`src/rtl/muldiv_if.sv`:
```
// Pipeline and multiply/divide resource signals of the EX-stage mul/div sequencer.
// The slave side is the sequencer; the master side is the pipeline plus the arithmetic units.
interface muldiv_if;
  logic        flush;
  logic        stall_in;
  logic        op_valid;
  logic [1:0]  op_type;
  logic [31:0] src_a;
  logic [31:0] src_b;
  logic        muldiv_stall;
  logic        result_valid;
  logic [63:0] result;
  logic        mul_start;
  logic        mul_sign;
  logic [31:0] mul_a;
  logic [31:0] mul_b;
  logic [63:0] mul_result;
  logic        div_start;
  logic        div_sign;
  logic [31:0] div_a;
  logic [31:0] div_b;
  logic        div_cancel;
  logic        div_done;
  logic [63:0] div_result;

  modport master (
    output flush, stall_in, op_valid, op_type, src_a, src_b,
    output mul_result, div_done, div_result,
    input  muldiv_stall, result_valid, result,
    input  mul_start, mul_sign, mul_a, mul_b,
    input  div_start, div_sign, div_a, div_b, div_cancel
  );

  modport slave (
    input  flush, stall_in, op_valid, op_type, src_a, src_b,
    input  mul_result, div_done, div_result,
    output muldiv_stall, result_valid, result,
    output mul_start, mul_sign, mul_a, mul_b,
    output div_start, div_sign, div_a, div_b, div_cancel
  );
endinterface

```
`src/rtl/muldiv_ctrl.sv`:
```
// EX-stage sequencer: launches one mult/multu/div/divu, stalls the pipeline until the
// 64-bit {hi,lo} result is ready, and holds it until the pipeline releases it.
module muldiv_ctrl #(
  parameter int unsigned MUL_LAT = 2
) (
  input logic     clk,
  input logic     rst,
  muldiv_if.slave bus
);

  typedef enum logic [1:0] {IDLE, MUL_WAIT, DIV_WAIT, DONE} state_t;

  state_t      state_q, state_d;
  logic [3:0]  cnt_q, cnt_d;
  logic [63:0] result_q, result_d;
  logic        result_valid_q, result_valid_d;
  logic        mul_start_q, mul_start_d;
  logic        mul_sign_q, mul_sign_d;
  logic [31:0] mul_a_q, mul_a_d;
  logic [31:0] mul_b_q, mul_b_d;
  logic        div_start_q, div_start_d;
  logic        div_sign_q, div_sign_d;
  logic [31:0] div_a_q, div_a_d;
  logic [31:0] div_b_q, div_b_d;
  logic        div_cancel_q, div_cancel_d;
  logic        accept;

  assign accept = (state_q == IDLE) & bus.op_valid & ~bus.flush;

  always_comb begin
    state_d        = state_q;
    cnt_d          = cnt_q;
    result_d       = result_q;
    mul_start_d    = 1'b0;
    mul_sign_d     = mul_sign_q;
    mul_a_d        = mul_a_q;
    mul_b_d        = mul_b_q;
    div_start_d    = 1'b0;
    div_sign_d     = div_sign_q;
    div_a_d        = div_a_q;
    div_b_d        = div_b_q;
    div_cancel_d   = 1'b0;

    case (state_q)
      IDLE: begin
        if (accept) begin
          if (!bus.op_type[1]) begin
            mul_a_d     = bus.src_a;
            mul_b_d     = bus.src_b;
            mul_sign_d  = ~bus.op_type[0];
            mul_start_d = 1'b1;
            cnt_d       = 4'(MUL_LAT);
            state_d     = MUL_WAIT;
          end else if (bus.src_b == 32'd0) begin
            // Divide by zero never reaches the divider; the result is defined as zero.
            result_d = '0;
            state_d  = DONE;
          end else begin
            div_a_d     = bus.src_a;
            div_b_d     = bus.src_b;
            div_sign_d  = ~bus.op_type[0];
            div_start_d = 1'b1;
            state_d     = DIV_WAIT;
          end
        end
      end
      MUL_WAIT: begin
        if (bus.flush) begin
          state_d = IDLE;
        end else if (cnt_q == 4'd0) begin
          result_d = bus.mul_result;
          state_d  = DONE;
        end else begin
          cnt_d = cnt_q - 4'd1;
        end
      end
      DIV_WAIT: begin
        // A done strobe coinciding with our own start pulse belongs to no operation of ours.
        if (bus.flush) begin
          div_cancel_d = 1'b1;
          state_d      = IDLE;
        end else if (bus.div_done && !div_start_q) begin
          result_d = bus.div_result;
          state_d  = DONE;
        end
      end
      DONE: begin
        if (bus.flush || !bus.stall_in) state_d = IDLE;
      end
      default: state_d = IDLE;
    endcase

    result_valid_d = (state_d == DONE);
  end

  always_ff @(posedge clk) begin
    if (rst) begin
      state_q        <= IDLE;
      cnt_q          <= '0;
      result_q       <= '0;
      result_valid_q <= 1'b0;
      mul_start_q    <= 1'b0;
      mul_sign_q     <= 1'b0;
      mul_a_q        <= '0;
      mul_b_q        <= '0;
      div_start_q    <= 1'b0;
      div_sign_q     <= 1'b0;
      div_a_q        <= '0;
      div_b_q        <= '0;
      div_cancel_q   <= 1'b0;
    end else begin
      state_q        <= state_d;
      cnt_q          <= cnt_d;
      result_q       <= result_d;
      result_valid_q <= result_valid_d;
      mul_start_q    <= mul_start_d;
      mul_sign_q     <= mul_sign_d;
      mul_a_q        <= mul_a_d;
      mul_b_q        <= mul_b_d;
      div_start_q    <= div_start_d;
      div_sign_q     <= div_sign_d;
      div_a_q        <= div_a_d;
      div_b_q        <= div_b_d;
      div_cancel_q   <= div_cancel_d;
    end
  end

  // Stall is combinational in IDLE so the accept cycle itself is held.
  assign bus.muldiv_stall = ~rst & ((state_q == MUL_WAIT) | (state_q == DIV_WAIT) | accept);
  assign bus.result_valid = result_valid_q;
  assign bus.result       = result_q;
  assign bus.mul_start    = mul_start_q;
  assign bus.mul_sign     = mul_sign_q;
  assign bus.mul_a        = mul_a_q;
  assign bus.mul_b        = mul_b_q;
  assign bus.div_start    = div_start_q;
  assign bus.div_sign     = div_sign_q;
  assign bus.div_a        = div_a_q;
  assign bus.div_b        = div_b_q;
  assign bus.div_cancel   = div_cancel_q;

endmodule

```
`src/flat_wrapper.sv`:
```
// flat-port wrapper written by rule: the top's interface ports become plain ports
module muldiv_ctrl_flat 
#(
  parameter int unsigned MUL_LAT = 2
)
  (clk, rst, bus_flush, bus_stall_in, bus_op_valid, bus_op_type, bus_src_a, bus_src_b, bus_mul_result, bus_div_done, bus_div_result, bus_muldiv_stall, bus_result_valid, bus_result, bus_mul_start, bus_mul_sign, bus_mul_a, bus_mul_b, bus_div_start, bus_div_sign, bus_div_a, bus_div_b, bus_div_cancel);
  muldiv_if bus_i ();
  input logic clk;
  input logic rst;
  input wire logic [$bits(bus_i.flush)-1:0] bus_flush;
  input wire logic [$bits(bus_i.stall_in)-1:0] bus_stall_in;
  input wire logic [$bits(bus_i.op_valid)-1:0] bus_op_valid;
  input wire logic [$bits(bus_i.op_type)-1:0] bus_op_type;
  input wire logic [$bits(bus_i.src_a)-1:0] bus_src_a;
  input wire logic [$bits(bus_i.src_b)-1:0] bus_src_b;
  input wire logic [$bits(bus_i.mul_result)-1:0] bus_mul_result;
  input wire logic [$bits(bus_i.div_done)-1:0] bus_div_done;
  input wire logic [$bits(bus_i.div_result)-1:0] bus_div_result;
  output wire logic [$bits(bus_i.muldiv_stall)-1:0] bus_muldiv_stall;
  output wire logic [$bits(bus_i.result_valid)-1:0] bus_result_valid;
  output wire logic [$bits(bus_i.result)-1:0] bus_result;
  output wire logic [$bits(bus_i.mul_start)-1:0] bus_mul_start;
  output wire logic [$bits(bus_i.mul_sign)-1:0] bus_mul_sign;
  output wire logic [$bits(bus_i.mul_a)-1:0] bus_mul_a;
  output wire logic [$bits(bus_i.mul_b)-1:0] bus_mul_b;
  output wire logic [$bits(bus_i.div_start)-1:0] bus_div_start;
  output wire logic [$bits(bus_i.div_sign)-1:0] bus_div_sign;
  output wire logic [$bits(bus_i.div_a)-1:0] bus_div_a;
  output wire logic [$bits(bus_i.div_b)-1:0] bus_div_b;
  output wire logic [$bits(bus_i.div_cancel)-1:0] bus_div_cancel;
  assign bus_i.flush = bus_flush;
  assign bus_i.stall_in = bus_stall_in;
  assign bus_i.op_valid = bus_op_valid;
  assign bus_i.op_type = bus_op_type;
  assign bus_i.src_a = bus_src_a;
  assign bus_i.src_b = bus_src_b;
  assign bus_i.mul_result = bus_mul_result;
  assign bus_i.div_done = bus_div_done;
  assign bus_i.div_result = bus_div_result;
  assign bus_muldiv_stall = bus_i.muldiv_stall;
  assign bus_result_valid = bus_i.result_valid;
  assign bus_result = bus_i.result;
  assign bus_mul_start = bus_i.mul_start;
  assign bus_mul_sign = bus_i.mul_sign;
  assign bus_mul_a = bus_i.mul_a;
  assign bus_mul_b = bus_i.mul_b;
  assign bus_div_start = bus_i.div_start;
  assign bus_div_sign = bus_i.div_sign;
  assign bus_div_a = bus_i.div_a;
  assign bus_div_b = bus_i.div_b;
  assign bus_div_cancel = bus_i.div_cancel;
  muldiv_ctrl #(.MUL_LAT(MUL_LAT)) u_core (.clk(clk), .rst(rst), .bus(bus_i));
endmodule
```
`config.mk`:
```
export PLATFORM = sky130hd
export DESIGN_NAME = muldiv_ctrl_flat
export DESIGN_NICKNAME = d
export VERILOG_FILES = /design/src/rtl/muldiv_if.sv /design/src/rtl/muldiv_ctrl.sv /design/src/flat_wrapper.sv
export SDC_FILE = /design/constraint.sdc
export NUM_CORES = 1
export LEC_CHECK = 0
export ABC_AREA = 1
export CAP_MARGIN = 20
export CELL_PAD_IN_SITES_DETAIL_PLACEMENT = 2
export CELL_PAD_IN_SITES_GLOBAL_PLACEMENT = 2
export CORE_ASPECT_RATIO = 0.8
export CORE_MARGIN = 4
export CORE_UTILIZATION = 24
export CTS_BUF_LIST = sky130_fd_sc_hd__clkbuf_8
export DETAILED_ROUTE_END_ITERATION = 12
export PLACE_DENSITY = 0.95
export SYNTH_ARGS = -nofsm -noshare
export SYNTH_HDL_FRONTEND = slang
export SYNTH_SLANG_ARGS = --single-unit
```
`constraint.sdc`:
```
create_clock -name clk -period 5.15 [get_ports clk]
set_clock_uncertainty 0.1 [all_clocks]
set_input_delay 0.515 -clock clk [delete_from_list [all_inputs] [get_ports clk]]
set_output_delay 0.515 -clock clk [all_outputs]
set_load 0.05 [all_outputs]
```
### Word level (Yosys, flattened, before mapping)

Index checks and enable logic that the tools add are counted.
W data, S select, Z words.

| word-level totals | value |
|---|---|
| RAM bits | 0 |
| register bits | 204 |
| bits in read-only memories | 0 |
| memories kept | 0 |
| input port bits | 200 |
| latch bits | 0 |
| word-level logic and storage cells | 81 |

| operators by class | value |
|---|---|
| multiply operators | 0 |
| bitwise operators | 13 |
| equal/unequal tests | 13 |
| shift operators | 0 |
| reductions and logical operators | 16 |
| order comparisons | 0 |
| muxes and demuxes | 25 |
| $add $sub $neg | 1 |
| divide/modulo/power cells | 0 |

Operator list:

| kind | number |
|---|---|
| $mux W64 | 7 |
| $pmux W64 S3 | 1 |
| $logic_not A32 Y1 | 1 |
| $mux W4 | 4 |
| $mux W2 | 7 |
| $ne A2 B2 Y1 const B | 6 |
| $not A1 Y1 | 8 |
| $pmux W2 S4 | 1 |
| $pmux W4 S2 | 1 |
| $reduce_and A8 Y1 | 1 |
| $eq A2 B2 Y1 const B | 3 |
| $ne A2 B1 Y1 const B | 3 |
| $reduce_and A5 Y1 | 1 |
| $logic_not A4 Y1 | 1 |
| $mux W1 | 4 |
| $reduce_and A4 Y1 | 1 |
| $reduce_or A4 Y1 | 1 |
| $sub A4 B1 Y4 const B | 1 |
| $and A1 B1 Y1 | 3 |
| $reduce_and A3 Y1 | 1 |
| $reduce_bool A3 Y1 | 1 |
| $reduce_or A3 Y1 | 1 |
| $eq A2 B1 Y1 const B | 1 |
| $logic_not A1 Y1 | 2 |
| 6 further kinds | 7 |

### Depth between registers and ports, before layout

Gate-level depths: netlist (run 1).

| depth | value |
|---|---|
| depth after elaboration | 6 |
| gate-level depth with buffers | 12 |
| gate-level depth less buffers | 12 |

### Worst setup path before layout (run 1)

OpenSTA, ideal clock, no wires.

| timing | value |
|---|---|
| path kind | register -> output |
| start | reg u_core.state_q[1] |
| end | out bus_muldiv_stall |
| buffers on the path | 1 |
| slack | 2618 ps |
| arrival | 1917 ps |
| cell stages (with the launch flop) | 6 |
| cells stage by stage | dfxtp_1 inv_1 ha_1 clkinv_1 clkbuf_1 a21oi_1 |

| on the way | value |
|---|---|
| word-level cells in the longest chain between the ends | 5 |

Ends and longest elaborated chain:

| item | RTL line | text |
|---|---|---|
| start: declaration | muldiv_ctrl.sv:13 | `state_t state_q, state_d;` |
| start signal: assignment | muldiv_ctrl.sv:112 | `state_q <= state_d;` |
| $logic_not A2 Y1 | muldiv_ctrl.sv:28 | `assign accept = (state_q == IDLE) & bus.op_valid & ~bus.flush;` |
| $and A1 B1 Y1 (2 in a row) | muldiv_ctrl.sv:28 |  |
| $or A1 B1 Y1 (*) | muldiv_ctrl.sv:129 | `assign bus.muldiv_stall = ~rst & ((state_q == MUL_WAIT) \| (state_q == DIV_WAIT) \| accept);` |
| $and A1 B1 Y1 (*) | muldiv_ctrl.sv:129 |  |
| end: declaration | flat_wrapper.sv:19 | `output wire logic [$bits(bus_i.muldiv_stall)-1:0] bus_muldiv_stall;` |

Every way passes the cells marked *; elsewhere a longest branch is shown, timed or not.

### Worst setup path in the final report (run 1)

Same ends and word-level chain as after synthesis.

==> results.yml, run 1 <==
floorplan:
  ioPinCount: 399
  start_util_pct: 24.5
  rows: 61
  fp.dieW_um: 220
  fp.coreArea_mm2: 0.0351
  fp.dieH_um: 177
  die-area_mm2: 0.0390
timing:
  fin_crit_ns: 3.82
  worst_slack_ns: 1.33
  setup-violations-final: 0
  grt_setup_unrepaired: "false"
  slew_viol_final: 0
  fmax_ghz: 0.262
  max_slew_margin_pct: 34.7
  hold_violations: 0
  setup_tns_ns: 0
  holdWs_ns: 0.383
  period_share_pct: 74.1
  worst_slew_pin_slew_ns: 0.979
route:
  routed_wl_mm: 42.4
  drtIter0Drc: 421
  wl_per_cell_um: 20.4
  routed-via-count: 9879
  ant_nets: 0
  dr.pass1.iters: 4
  vias_per_cell: 4.76
  route.detailed.drc: 0
final_layout:
  nets: 1784
  drive_above_1_share_pct: 4.94
  fin_cells: 2075
  syn_to_final_growth_pct: 59.0
global_route:
  grt_use_total_pct: 20.8
  use_met2_pct: 37.6
  grt_max_degree: 168
  antenna_found_initial: 3
  busiest_layer: "met2"
  grt_pass1_wl_mm: 63.8
  grt_overflow: 0
  met3_usage_pct: 6.25
  grt_pass1_vias: 11000
  met1_usage_pct: 22.2
place:
  place_worst_setup_slack_ns: 1.88
  globalplace.congestion: 0.775
  io_buffers: 398
  dpl.cell_count: 2009
  dpl.hpwl_mm: 29.8
synth:
  synth_nets: 1426
  ys_types: 23
  netlist_area_mm2: 0.00861
  synth_area_leader_cell: "dfxtp_1"
  ys_ff_latch: 204
  netlist_instances: 1220
  ys_seq_area_share_pct: 47.4
  netlist_top_cells_area: "dfxtp_1 47%, nor2_1 16%, nand2_1 8.7%"
  synth_warnings: 0
  synth_top_area_share_pct: 47.4
  syn_area_per_cell_um2: 7.06
clocking:
  insertion_delay_ns: 0.52
  holdBufCountCts: 0
  cts_max_path_buffers: 3
  cts_root_buffer: "clkbuf_8"
  cts_setup_buffers: 0
  path_clk_slew_ns: 0.06
  clkSinkCount: 204
  cts_resized: 0
  h-tree-depth: 2
  numCtsBuffers: 38
  cts_tree: "done"
critical_path:
  cpPeakStageDelay_ns: 0.88
  path_max_fanout: 47
  crit_required_ns: 4.53
  crit_buf_inv: 4
  critPathSlowestCell: "clkdlybuf4s50_1"
  cp_cell_sequence: "inv_1 -> ha_1 -> buf_4 -> clkinv_1 -> a21oi_1 -> clkdlybuf4s50_1"
  arrival_ns: 3.20
  path_class: "flip-flop to output pin"
  worstSetupEndpointType: "output pin"
  crit_family: "buffers and inverters"
  worstSetupStartpointType: "flip-flop"
power_and_ir_drop:
  swShare_pct: 36.1
  powerDensity_mw_per_mm2: 354
  intPower_mw: 3.10
  switching_power_mw: 1.75
  irDropWorstVdd_mv: 0.154
  p_comb_share_pct: 30.1
  total_power_mw: 4.85
  power_leakage_nw: 5.21
  seqPwrFrac_pct: 36.4
  clock_power_share_pct: 33.5
job:
  cap_violations: 0
status:
  status: "complete, no violations"
hold_path:
  hold_class: "flip-flop to flip-flop"
-- area by class of cell --
class	count	area, um2
diodes	4	10.0
clock buffers	46	633
clock inverters	15	126
fillers	4029	21400
inverters	35	136
multi-input cells	888	4000
flip-flops and latches	204	4080
well taps	472	591
repair buffers	411	4110
-- cells by family after synthesis --
family | share of synthesized area [%]
buffers and inverters | 6.42
AND/OR/NAND/NOR | 28.1
flip-flops | 47.4
adder cells (fa/ha/maj) | 0.872
AO/OA/AOI/OAI | 17.0
XOR/XNOR | 0.102
-- Yosys cell counts --
| cell type | number |
|---|---|
| nor2_1 | 371 |
| dfxtp_1 | 204 |
| nand2_1 | 199 |
| o21ai_0 | 125 |
| a21oi_1 | 72 |
| nand3_1 | 51 |
| clkbuf_1 | 48 |
| a22o_1 | 46 |
| inv_1 | 33 |
| buf_2 | 28 |
| buf_4 | 10 |
| o21ai_1 | 10 |
| buf_1 | 7 |
| ha_1 | 6 |
| clkinv_1 | 2 |
| a21o_1 | 1 |
| a31oi_1 | 1 |
| nand2_2 | 1 |
| nor2_2 | 1 |
| nor3_4 | 1 |
| o21ai_2 | 1 |
| o22ai_1 | 1 |
| xor2_1 | 1 |
-- flip-flops by register name, indices dropped and copies added (netlist names) --
| signal | count |
|---|---|
| u_core.bus.result_valid | 1 |
| u_core.bus.mul_start | 1 |
| u_core.bus.div_a | 32 |
| u_core.bus.div_cancel | 1 |
| u_core.bus.div_b | 32 |
| u_core.cnt_q | 4 |
| u_core.bus.div_sign | 1 |
| u_core.bus.div_start | 1 |
| u_core.bus.result | 64 |
| u_core.bus.mul_sign | 1 |
| u_core.state_q | 2 |
| u_core.bus.mul_b | 32 |
| u_core.bus.mul_a | 32 |
-- through the flow --
step / utilization, % / instance area, um2
6_report: 39.0 / 13700
5_1_grt: 39.0 / 13700
4_1_cts: 38.9 / 13700
3_5_place_dp: 36.7 / 12900
3_3_place_gp: 36.7 / 12900
2_1_floorplan: - / 8610
-- routing by layer --
metal,share of wire [%],up-vias
met5,0,-
met4,4.4,0
met3,6.5,102
met2,51,273
met1,38,4848
li1,-,4656
-- worst reg2reg max path, delay by kind of cell, from the launching register on --
family                   cells  cell delay, ns
buffers and inverters        3            1.21
AND/OR/NAND/NOR              6            1.12
flip-flops                   1            0.36
adder cells (fa/ha/maj)      1            0.20
-- cells in the final DEF (no fill, tap or decap) --
cell / instances
clkdlybuf4s50_1: 398
nor2_1: 371
dfxtp_1: 204
nand2_1: 198
o21ai_0: 125
a21oi_1: 72
nand3_1: 51
a22o_1: 46
clkbuf_8: 46
inv_1: 37
buf_4: 11
o21ai_1: 9
diode_2: 4
ha_1: 4
clkinv_2: 4
o21ai_4: 2
inv_6: 2
nand2_2: 2
inv_2: 2
ha_2: 2
clkinvlp_4: 2
bufinv_16: 2
nor2_2: 1
clkinv_1: 1
nor3_4: 1
a31oi_1: 1
o22ai_1: 1
xor2_1: 1
a21o_1: 1
buf_12: 1
buf_16: 1
-- power by group through the flow --
stage,Sequential [mW],Combinational [mW],Clock (mW)
floorplan,2.16,0.505,0
global placement,1.79,1.40,0
detailed placement,1.80,1.45,0
CTS,1.77,1.47,1.70
global route,1.78,1.57,1.77
finish,1.76,1.46,1.62
-- path summary, 6_finish.rpt --
path / start / to / slack [ns] / cells past startpoint
hold / removal: u_core.bus.result[56]$_SDFFE_PP0P_ / u_core.bus.result[56]$_SDFFE_PP0P_ / 0.38 / 2
setup / recovery: u_core.state_q[1]$_SDFF_PP0_ / bus_muldiv_stall / 1.33 / 6
setup reg to reg: u_core.state_q[0]$_SDFF_PP0_ / u_core.bus.result[61]$_SDFFE_PP0P_ / 2.05 / 10
hold reg to reg: u_core.bus.result[56]$_SDFFE_PP0P_ / u_core.bus.result[56]$_SDFFE_PP0P_ / 0.38 / 2
No activity file was read; power rests on OpenSTA's default activity.
==> run 2, diff against run 1 <==
--- a/config.mk
+++ b/config.mk
@@ -11,10 +11,10 @@
 export CELL_PAD_IN_SITES_GLOBAL_PLACEMENT = 2
 export CORE_ASPECT_RATIO = 0.8
 export CORE_MARGIN = 4
-export CORE_UTILIZATION = 24
+export CORE_UTILIZATION = 22
 export CTS_BUF_LIST = sky130_fd_sc_hd__clkbuf_8
 export DETAILED_ROUTE_END_ITERATION = 12
-export PLACE_DENSITY = 0.95
+export PLACE_DENSITY = 0.93
 export SYNTH_ARGS = -nofsm -noshare
 export SYNTH_HDL_FRONTEND = slang
 export SYNTH_SLANG_ARGS = --single-unit
==> constraint.sdc (replaced) <==
create_clock -name clk -period 3.7 [get_ports clk]
set_clock_uncertainty 0.1 [all_clocks]
set_input_delay 0.37 -clock clk [delete_from_list [all_inputs] [get_ports clk]]
set_output_delay 0.37 -clock clk [all_outputs]
set_load 0.05 [all_outputs]
==> run 2 against run 1 <==
  * Critical path depth grew 5
  * Via count decreased by 1.3%
  * Cell area increased by 0.42%
  * Setup slack lost 0.77 ns
  * Die area increased by 8.7%
  * Cell count grew 1.2%
  * Flip-flop and latch count stayed put
  * Critical path type is now flip-flop to flip-flop
  * Critical endpoint is now u_core.bus.div_a[27]$_SDFFE_PP0P_
  * Clock power increased by 38%
  * Sequential share of layout area decreased by 0.12 points
  * Sequential power grew 39%
  * Wire length decreased by 1.2%
  * Global-route usage decreased by 2.2 points
==> results.yml, run 2 (synthesis results as in run 1) <==
place:
  globalplace.congestion: 0.791
  io_buffers: 398
  dpl.hpwl_mm: 30.1
  dpl.cell_count: 2033
final_layout:
  multi_input_area_mm2: 0.00400
  drive_above_1_share_pct: 4.87
  syn_to_final_growth_pct: 59.7
  n_fill_cell: 4390
  nets: 1785
  most-common-layout-cells: "397 x clkdlybuf4s50_1, 371 x nor2_1, 204 x dfxtp_1"
  fin_cells: 2100
  largest_register_ffs: 64
  layout_commonest_cell: "clkdlybuf4s50_1"
  final_core_util_pct: 35.8
  seq_area_mm2: 0.00408
clocking:
  path_clk_slew_ns: 0.07
  cts_root_buffer: "clkbuf_8"
  cts_max_path_buffers: 3
  h-tree-depth: 2
  numCtsBuffers: 39
  holdBufCountCts: 0
  clkSinkCount: 204
  insertion_delay_ns: 0.54
  cts_tree: "done"
  cts_setup_buffers: 0
  cts_resized: 0
global_route:
  met1_usage_pct: 21.5
  grt_pass1_vias: 10700
  grt_use_total_pct: 18.5
  antenna_found_initial: 1
  grt_max_degree: 93
  busiest_layer: "met2"
  grt_overflow: 0
  grt_pass1_wl_mm: 62.2
  met3_usage_pct: 5.18
  use_met2_pct: 33.4
route:
  routed_wl_mm: 41.9
  routed-via-count: 9755
  wl_per_cell_um: 19.9
  drtIter0Drc: 346
  route.detailed.drc: 0
  ant_nets: 0
  dr.pass1.iters: 4
  vias_per_cell: 4.65
power_and_ir_drop:
  swShare_pct: 36.2
  switching_power_mw: 2.43
  seqPwrFrac_pct: 36.4
  p_comb_share_pct: 30.4
  total_power_mw: 6.73
  clock_power_share_pct: 33.2
  powerDensity_mw_per_mm2: 490
  power_leakage_nw: 5.25
  irDropWorstVdd_mv: 0.225
  intPower_mw: 4.30
timing:
  holdWs_ns: 0.347
  setup-violations-final: 0
  grt_setup_unrepaired: "false"
  fmax_ghz: 0.319
  hold_violations: 0
  fin_crit_ns: 3.14
  setup_tns_ns: 0
  period_share_pct: 84.8
  max_slew_margin_pct: 47.1
  worst_slew_pin_slew_ns: 0.794
  slew_viol_final: 0
critical_path:
  r2r-end: "u_core.bus.div_a[27]$_SDFFE_PP0P_"
  cpPeakStageDelay_ns: 0.57
  r2r_setup_slack_ns: 0.56
  crit_buf_inv: 4
  crit_family: "buffers and inverters"
  worstRegToRegCells: 11
  critPathSlowestCell: "buf_4"
  crit_required_ns: 4.05
  path_class: "flip-flop to flip-flop"
  reg2reg_from: "u_core.state_q[1]$_SDFF_PP0_"
  worstSetupStartpointType: "flip-flop"
  arrival_ns: 3.49
  path_common_cell: "nor2_1"
  worstSetupEndpointType: "flip-flop"
  cp_cell_sequence: "inv_1 -> ha_1 -> nand2_1 -> nor2_2 -> inv_1 -> nor2_1 -> o21ai_4 -> inv_2 -> buf_4 -> nor2_1 -> nor2_1"
  path_max_fanout: 55
floorplan:
  rows: 64
  ioPinCount: 399
  start_util_pct: 22.4
  fp.coreArea_mm2: 0.0384
  die-area_mm2: 0.0424
  fp.dieW_um: 229
  fp.dieH_um: 185
job:
  cap_violations: 0
hold_path:
  min_from: "bus_op_type[0]"
  hold_end: "u_core.bus.mul_sign$_SDFFE_PP0P_"
  hold_class: "input port to flip-flop"
  whs_path_depth: 2
status:
  status: "complete, no violations"
==> run 2: metal layers <==
layer  routed length (um)  part of all wire (%)
met2                21000                    50
met5                    0                     0
met1                17300                    41
met3                 2360                   5.6
met4                 1160                   2.8
==> run 2: worst max path at each step <==
| stage | startpoint | end | slack [ns] | depth (start not counted) |
|---|---|---|---|---|
| 6_report | u_core.state_q[1]$_SDFF_PP0_ | u_core.bus.div_a[27]$_SDFFE_PP0P_ | 0.56 | 11 |
| 5_1_grt | u_core.state_q[0]$_SDFF_PP0_ | u_core.bus.div_a[27]$_SDFFE_PP0P_ | 0.19 | 11 |
| 4_1_cts | u_core.state_q[0]$_SDFF_PP0_ | u_core.bus.div_a[27]$_SDFFE_PP0P_ | 0.50 | 11 |
| 3_5_place_dp | u_core.state_q[0]$_SDFF_PP0_ | u_core.bus.div_a[27]$_SDFFE_PP0P_ | 0.52 | 11 |
| 3_3_place_gp | u_core.state_q[0]$_SDFF_PP0_ | u_core.bus.div_sign$_SDFFE_PP0P_ | 0.63 | 12 |
| 2_1_floorplan | u_core.state_q[1]$_SDFF_PP0_ | bus_muldiv_stall | 1.31 | 5 |
==> run 2: per-stage QoR <==
stage / setup WS (ns) / instance area (um2)
floorplan: 1.31 / 8610
global placement: 0.628 / 13000
detailed placement: 0.522 / 13000
CTS: 0.495 / 13700
global route: 0.194 / 13800
finish: 0.561 / 13800
==> run 2: layout make-up <==
cell class	count	share of cell area, %
multi-input cells	888	29.1
diodes	2	0.0364
clock buffers	48	4.80
flip-flops and latches	204	29.7
well taps	495	4.50
inverters	35	0.973
repair buffers	411	30.2
clock inverters	17	0.691
==> run 2: power by group through the flow <==
stage	Clock [mW]	Sequential (mW)	Combinational (mW)
floorplan	0	3.01	0.703
global placement	0	2.49	1.99
detailed placement	0	2.50	2.06
CTS	2.34	2.46	2.07
global route	2.45	2.47	2.19
finish	2.23	2.45	2.05
==> run 3, diff against run 2 <==
--- a/config.mk
+++ b/config.mk
@@ -11,10 +11,10 @@
 export CELL_PAD_IN_SITES_GLOBAL_PLACEMENT = 2
 export CORE_ASPECT_RATIO = 0.8
 export CORE_MARGIN = 4
-export CORE_UTILIZATION = 22
+export CORE_UTILIZATION = 20
 export CTS_BUF_LIST = sky130_fd_sc_hd__clkbuf_8
 export DETAILED_ROUTE_END_ITERATION = 12
-export PLACE_DENSITY = 0.93
+export PLACE_DENSITY = 0.89
 export SYNTH_ARGS = -nofsm -noshare
 export SYNTH_HDL_FRONTEND = slang
 export SYNTH_SLANG_ARGS = --single-unit
==> constraint.sdc (replaced) <==
create_clock -name clk -period 2.6 [get_ports clk]
set_clock_uncertainty 0.1 [all_clocks]
set_input_delay 0.26 -clock clk [delete_from_list [all_inputs] [get_ports clk]]
set_output_delay 0.26 -clock clk [all_outputs]
set_load 0.05 [all_outputs]
==> run 3 against run 2 <==
  * Global-route usage is 1.5 points lower
  * Wire length fell by 0.75%
  * Total power is 43% higher
  * Sequential share of layout area decreased by 0.65 points
  * Combinational power is 47% higher
  * Flip-flop and latch count unchanged
  * Critical endpoint is now bus_muldiv_stall
  * Largest cell class unchanged
==> results.yml, run 3 (synthesis results as in run 1) <==
critical_path:
  worstSetupStartpointType: "flip-flop"
  path_class: "flip-flop to output pin"
  cpPeakStageDelay_ns: 0.35
  crit_family: "buffers and inverters"
  cp_cell_sequence: "inv_1 -> ha_4 -> nand2_1 -> nor2_2 -> inv_1 -> a21oi_4 -> buf_12"
  r2r_setup_slack_ns: 0.24
  path_common_cell: "inv_1"
  worstSetupEndpointType: "output pin"
  r2r-end: "u_core.bus.result[29]$_SDFFE_PP0P_"
  worstRegToRegCells: 10
  crit_buf_inv: 3
  reg2reg_from: "u_core.state_q[0]$_SDFF_PP0_"
  crit_required_ns: 2.24
  critPathSlowestCell: "dfxtp_1"
  path_max_fanout: 6
  arrival_ns: 2.04
global_route:
  grt_max_degree: 94
  antenna_found_initial: 6
  grt_use_total_pct: 17.0
  grt_pass1_vias: 10900
  grt_overflow: 0
  grt_pass1_wl_mm: 63.0
power_and_ir_drop:
  total_power_mw: 9.61
  irDropWorstVdd_mv: 0.263
  switching_power_mw: 3.49
  swShare_pct: 36.3
  clock_power_share_pct: 32.2
  intPower_mw: 6.12
  seqPwrFrac_pct: 36.3
  powerDensity_mw_per_mm2: 683
  power_leakage_nw: 5.34
  p_comb_share_pct: 31.4
route:
  drtIter0Drc: 381
  route.detailed.drc: 0
  top_layer_used: "met5"
  wl_met3_mm: 2.48
  wl_per_cell_um: 19.1
  ant_nets: 0
  wl_met1_mm: 16.7
  routed_wl_mm: 41.6
  wl_met2_mm: 20.9
  routed-via-count: 9770
  vias_per_cell: 4.50
  dr.pass1.iters: 4
timing:
  holdWs_ns: 0.248
  period_share_pct: 92.3
  worst_slack_ns: 0.201
  slew_viol_final: 0
  setup-violations-final: 0
  fmax_ghz: 0.417
  hold_violations: 0
  setup_tns_ns: 0
  worst_slew_pin_slew_ns: 0.640
  max_slew_margin_pct: 57.2
  fin_crit_ns: 2.40
  grt_setup_unrepaired: "false"
final_layout:
  drive_above_1_share_pct: 5.75
  fin_cells: 2172
  most-common-layout-cells: "397 x clkdlybuf4s50_1, 370 x nor2_1, 204 x dfxtp_1"
  syn_to_final_growth_pct: 63.3
  stdcell_area_mm2: 0.0141
  layout_commonest_cell: "clkdlybuf4s50_1"
  multi_input_area_mm2: 0.00403
  n_fill_cell: 4818
  final_core_util_pct: 33.3
  nets: 1797
  seq_area_mm2: 0.00408
  largest_register_ffs: 64
floorplan:
  fp.coreArea_mm2: 0.0423
  start_util_pct: 20.4
  fp.dieW_um: 240
  die-area_mm2: 0.0465
  rows: 67
  ioPinCount: 399
  fp.dieH_um: 194
clocking:
  holdBufCountCts: 0
  cts_setup_buffers: 0
  cts_root_buffer: "clkbuf_8"
  cts_tree: "done"
  cts_max_path_buffers: 3
  h-tree-depth: 2
  path_clk_slew_ns: 0.06
  insertion_delay_ns: 0.56
  clkSinkCount: 204
  numCtsBuffers: 38
hold_path:
  min_from: "bus_src_a[14]"
  hold_end: "u_core.bus.div_a[14]$_SDFFE_PP0P_"
  whs_path_depth: 3
  hold_class: "input port to flip-flop"
place:
  dpl.hpwl_mm: 30.6
  io_buffers: 398
  dpl.cell_count: 2103
  place_area_mm2: 0.0133
  place_worst_setup_slack_ns: 0.131
  globalplace.congestion: 0.765
job:
  cap_violations: 0
status:
  status: "complete, no violations"
run 3: what timing repair did:
action / in CTS / in global routing
endpoints found under the hold margin: 0 / 0
gates cloned: 0 / 0
resized for setup: 2 / 3
endpoints found under the setup margin: 1 / 6
run 3: cell type report:
type                    instances  share of cell area [%]
repair buffers                424                    31.1
flip-flops and latches        204                    29.0
multi-input cells             888                    28.6
well taps                     552                    4.91
clock buffers                  48                    4.70
inverters                      35                   0.952
clock inverters                17                   0.552
diodes                          4                  0.0712
run 3: worst max-delay path by stage:
stage	from	end	cells past startpoint
CTS	u_core.state_q[0]$_SDFF_PP0_	bus_muldiv_stall	7
global route	u_core.state_q[0]$_SDFF_PP0_	bus_muldiv_stall	7
detailed placement	u_core.state_q[0]$_SDFF_PP0_	u_core.bus.div_b[8]$_SDFFE_PP0P_	11
finish	u_core.state_q[0]$_SDFF_PP0_	bus_muldiv_stall	7
floorplan	u_core.state_q[1]$_SDFF_PP0_	bus_muldiv_stall	5
global placement	bus_flush	u_core.bus.div_b[25]$_SDFFE_PP0P_	8
run 3: worst register-to-register path, stage by stage, from the launching register on:
cell and delay, ns:
dfxtp_1 0.40, inv_1 0.16, ha_2 0.32, nand2_1 0.12, nand3_1 0.14, nor3_4 0.22, buf_12 0.24, nand2_2 0.11
buf_12 0.18, nor2_1 0.18, nor2_1 0.07
run 3: metal layers:
metal  global-route usage (%)  up-vias
li1                         -     4676
met1                     19.4     4765
met5                        0        -
met3                     4.97       90
met4                     6.39        4
met2                     30.1      235
run 3: power by group through the flow:
| stage | combinational (mW) | sequential [mW] | clock [mW] |
|---|---|---|---|
| after detailed placement | 3.03 | 3.56 | 0 |
| final | 3.02 | 3.49 | 3.10 |
| after global routing | 3.24 | 3.52 | 3.42 |
| after CTS | 3.05 | 3.50 | 3.26 |
| after floorplan | 1.00 | 4.28 | 0 |
| after global placement | 2.92 | 3.54 | 0 |
